--- src/rtl/rr_arb4.sv ---
// rtl/rr_arb4.sv - four-way round-robin arbiter with bounded grant hold and one idle cycle between grants
module rr_arb4 #(
  parameter int MAX_HOLD = 8
) (
  input  logic       clk,
  input  logic       rst,
  input  logic       en,
  input  logic [3:0] req,
  output logic [3:0] gnt,
  output logic [1:0] gnt_id,
  output logic       busy
);

  localparam int HW = $clog2(MAX_HOLD + 1);

  typedef enum logic {
    S_IDLE  = 1'b0,
    S_GRANT = 1'b1
  } state_t;

  state_t        state_q, state_d;
  logic [3:0]    gnt_q, gnt_d;
  logic [1:0]    gnt_id_q, gnt_id_d;
  logic          busy_q, busy_d;
  logic [HW-1:0] hold_q, hold_d;
  logic [1:0]    last_id_q, last_id_d;

  logic [1:0]    winner;
  logic [1:0]    idx;
  logic          found;
  logic          release_now;

  // Round-robin search starting just after the previous winner, previous winner last
  always_comb begin
    winner = last_id_q;
    found  = 1'b0;
    idx    = last_id_q;
    for (int k = 1; k <= 4; k++) begin
      idx = last_id_q + 2'(k);
      if (!found && req[idx]) begin
        winner = idx;
        found  = 1'b1;
      end
    end
  end

  // A grant ends when its owner drops, the arbiter is disabled, or the hold limit is reached
  always_comb begin
    release_now = !req[gnt_id_q] || !en || (hold_q == HW'(MAX_HOLD));
  end

  // Next-state and next-output computation; outputs are registered alongside the state
  always_comb begin
    state_d   = state_q;
    gnt_d     = gnt_q;
    gnt_id_d  = gnt_id_q;
    busy_d    = busy_q;
    hold_d    = hold_q;
    last_id_d = last_id_q;
    case (state_q)
      S_IDLE: begin
        if (en && found) begin
          state_d   = S_GRANT;
          gnt_d     = 4'b0001 << winner;
          gnt_id_d  = winner;
          busy_d    = 1'b1;
          hold_d    = HW'(1);
          last_id_d = winner;
        end
      end
      S_GRANT: begin
        if (release_now) begin
          state_d  = S_IDLE;
          gnt_d    = 4'b0000;
          gnt_id_d = 2'b00;
          busy_d   = 1'b0;
          hold_d   = '0;
        end else begin
          hold_d = hold_q + 1'b1;
        end
      end
      default: begin
        state_d = S_IDLE;
      end
    endcase
  end

  // State register; reset parks last_id at 3 so requester 0 wins the first arbitration
  always_ff @(posedge clk) begin
    if (rst) begin
      state_q   <= S_IDLE;
      gnt_q     <= 4'b0000;
      gnt_id_q  <= 2'b00;
      busy_q    <= 1'b0;
      hold_q    <= '0;
      last_id_q <= 2'b11;
    end else begin
      state_q   <= state_d;
      gnt_q     <= gnt_d;
      gnt_id_q  <= gnt_id_d;
      busy_q    <= busy_d;
      hold_q    <= hold_d;
      last_id_q <= last_id_d;
    end
  end

  assign gnt    = gnt_q;
  assign gnt_id = gnt_id_q;
  assign busy   = busy_q;

endmodule

--- config.mk ---
export PLATFORM = sky130hd
export DESIGN_NAME = rr_arb4
export DESIGN_NICKNAME = d
export VERILOG_FILES = /design/src/rtl/rr_arb4.sv
export SDC_FILE = /design/constraint.sdc
export NUM_CORES = 1
export LEC_CHECK = 0
export ABC_CLOCK_PERIOD_IN_PS = 3500
export CORE_AREA = 2 2 39 41
export CTS_BUF_LIST = sky130_fd_sc_hd__clkbuf_8
export DETAILED_ROUTE_END_ITERATION = 10
export DIE_AREA = 0 0 41 43
export PLACE_DENSITY = 0.78
export SLEW_MARGIN = 20
export SYNTH_ARGS = -nofsm -noshare
export SYNTH_HDL_FRONTEND = slang
export SYNTH_SLANG_ARGS = --single-unit
--- constraint.sdc ---
create_clock -name clk -period 3.5 [get_ports clk]
set_input_delay 0.7 -clock clk [delete_from_list [all_inputs] [get_ports clk]]
set_output_delay 0.7 -clock clk [all_outputs]
set_load 0.01 [all_outputs]
==> implementation parameters <==
Parameter                              Value

Status
  Status    complete, no violations

CTS
  H-Tree Level Count    1
  Post-CTS setup buffers    0
  TritonCTS clock tree    done
  Total number of clock tree sinks    14
  Clock Tree Root    sky130_fd_sc_hd__clkbuf_8
  Hold buffer count at CTS    0
  Gates resized, CTS repair    0
  Total CTS buffers    3
  Worst skew pair latency    ~0.25 ns
  Clk buf depth    2
  Clock-pin slew on the worst setup and hold paths    about 0.060 ns

Yosys
  Synthesized netlist cell count    approximately 70
  Share of the synthesized area in compound gates (AO/OA/AOI/OAI)    a little under 30%
  Post-Synth XOR/XNOR Area    1.277%
  Multiplexer area fraction after synthesis    between 3 and 4%
  Simple logic cell fraction of the synthesized area    between 20% and 30%
  Adder-cell share of the synthesized area    under 10%
  Syn nets    just over 80
  Post-synthesis sequential element count    14
  Mean area per synthesized cell    between 9 and 10 sq um
  Seq/Total Area, Yosys    slightly above 40%
  Largest family of logic cells by synthesized area    compound AO/OA/AOI/OAI gates
  Synth unique cells    32
  Netlist area before placement    685.7 sq um
  Yosys warns    0

Global route
  Antenna violations before repair    0
  Number of global-route vias before repair    590
  Pin count of the biggest net entering global routing    9
  First-pass GRT wire length    approximately 2400 microns
  Overflow after GRT    0
  Global-route usage over all layers    20.12%

Timing
  Worst-case headroom to the max-slew limit    between 60% and 70%
  Transition time at the pin with the least slew margin    0.5408 ns
  Number of hold violations in the final report    0
  Minimum clock period after layout    around 2.3 ns
  Fin. max-slew vios    0
  Worst-case hold slack    between 0.4 and 0.5 ns
  Tcrit/Tclk final    between 60% and 70%
  Highest clock rate    ~440 MHz
  Final setup violation count    0
  Final sum of negative setup slack    0 ns
  Setup repair after global routing missed its margin    no
  Post-route clock skew    0.004358 ns

Placement
  Total half-perimeter wirelength after legalization and detailed placement    around 1100 microns
  RePlAce Congestion    between 0.7 and 0.8
  Total placed cells including tap cells    101
  Dpl cell area    ~840 sq um
  Buffers added on ports    13

Route
  Number of optimization iterations in the first detailed-route pass    4
  Number of nets still failing antenna checks after routing    0
  Post-detailed-route wirelength per cell    about 14 microns
  Number of remaining DRC errors    0
  Total vias in the final route    between 600 and 700
  Initial detailed-routing violation count    20
  Total wirelength of the detailed-routed design    1459 microns
  Vias per std cell    just over 6

Floorplan
  Area of the core region    around 1400 sq um
  Die outline width    41 microns
  Initial standard-cell utilization of the core    approximately half
  Row Count    14
  I/O pins    14
  DIE AREA    about 1800 sq um
  Height of the chip    around 43 microns

Setup path
  Endpoint type of the worst setup path    flip-flop
  Sequence of cells on the critical path    clkdlybuf4s50_1 -> mux4_2 -> and4_4 -> o21a_4 -> a22o_1
  Required arrival time at the worst endpoint    3.64 ns
  Slowest cell delay on critical path    0.51 ns
  Worst Path Buf+Inv    1
  Critical setup path kind    in -> reg
  CP startpoint kind    input port
  Signal arrival time at the worst endpoint    between 2 and 2.5 ns
  Critical-path top delay cell    sky130_fd_sc_hd__mux4_2
  Critical path peak fanout    6
  Dominant delay contributor by cell family on the critical path    multiplexers

Finish
  Proportion of layout cells with a drive suffix above 1    12.50%
  Final cell count without fillers    roughly 100
  Antenna diodes    0
  Design area    877.1 sq um
  Layout Nets    a little under 100
  Area growth, synth to finish    27.92%

Worst hold path
  Hold/Removal Path Class    reg -> reg

Power
  Static Leakage    about 0.35 nW
  IR drop worst, VDD    0.0002921 V
  Final Power    0.0003786 W
  Power density cells    approximately 430 nW/um^2

Run
  Number of maximum-capacitance violations    0
-- flip-flops by register name (all words and copies together) (netlist names) --
| register | flops |
|---|---|
| gnt | 4 |
| state_q | 1 |
| busy | 1 |
| last_id_q | 2 |
| gnt_id | 2 |
| hold_q | 4 |
-- report_power, final --
group | switching (W) | internal (W)
combinational | 0.0000338 | 0.0000360
sequential | 0.00000875 | 0.000170
clock | 0.0000543 | 0.0000761
-- Yosys cell counts, drive strengths merged --
cell     count  area share, %
dfxtp       14             41
a21oi        7            5.1
nor2         6            3.3
o21ai        6            4.4
a32o         4            6.6
inv          3            1.6
nand2        3            1.6
nor2b        3            3.1
o21a         3            4.4
ha           2            3.6
nand2b       2            1.8
a22o         1            1.3
a22oi        1            1.1
and2         1           0.91
and2b        1            1.1
and4         1            1.6
mux4         1            3.3
nand3        1           0.73
nand3b       1            1.1
nand4        1           0.91
nor3         1           0.73
nor3b        1            1.1
o2111ai      1            1.3
o211ai       1            1.1
o31ai        1            1.1
o41a         1            1.6
o41ai        1            1.3
or2b         1            1.1
or3          1           0.91
xnor2        1            1.3
-- per-layer routing --
layer / share of wire, % / vias to the layer above / global-route usage (%)
met1: 46 / 296 / 27.63
li1: - / 309 / -
met5: 0 / - / 0
met2: 46 / 20 / 28.44
met4: 1.6 / 0 / 8.000
met3: 6.0 / 4 / 6.283
-- cells by family (layout without fill, tap and decap cells) --
family,count (synthesis),in the layout
buffers and inverters,3,19
flip-flops,14,14
AND/OR/NAND/NOR,24,24
adder cells (fa/ha/maj),2,2
XOR/XNOR,1,1
AO/OA/AOI/OAI,27,27
multiplexers,1,1
-- stage by stage --
| stage | util (%) | setup WS (ns) |
|---|---|---|
| 2_1_floorplan | - | 1.575 |
| 3_3_place_gp | 60.40 | 1.005 |
| 3_5_place_dp | 60.40 | 0.9930 |
| 4_1_cts | 63.38 | 1.250 |
| 5_1_grt | 63.38 | 1.192 |
| 6_report | 63.38 | 1.242 |
-- final cells by class --
type                            instances  area [sq um]
Timing Repair Buffer                   13         130.1
Sequential cell                        14         280.3
Clock buffer                            3         41.29
Inverter                                3         11.26
Multi-Input combinational cell         55         394.1
Tap cell                               16         20.02
Fill cell                             114         506.7
-- worst paths after layout --
check	from	endpoint	slack [ns]	cells past startpoint
max	req[2]	gnt_id[1]	1.24	5
min	gnt[3]	gnt[3]	0.47	1
max reg2reg	gnt_id[0]	gnt_id[1]	1.82	4
min reg2reg	gnt[3]	gnt[3]	0.47	1
-- placed cells by master, fill, tap and decap left out, types with 2 or more instances in the layout --
master	count
sky130_fd_sc_hd__nor2_1	6
sky130_fd_sc_hd__a32o_2	4
sky130_fd_sc_hd__ha_1	2
sky130_fd_sc_hd__inv_1	3
sky130_fd_sc_hd__o21a_1	2
sky130_fd_sc_hd__nand2_1	3
sky130_fd_sc_hd__o21ai_0	6
sky130_fd_sc_hd__dfxtp_1	14
sky130_fd_sc_hd__a21oi_1	7
sky130_fd_sc_hd__clkdlybuf4s50_1	13
sky130_fd_sc_hd__clkbuf_8	3
sky130_fd_sc_hd__nor2b_1	2
sky130_fd_sc_hd__nand2b_1	2
(Power assumes the default switching activity.)
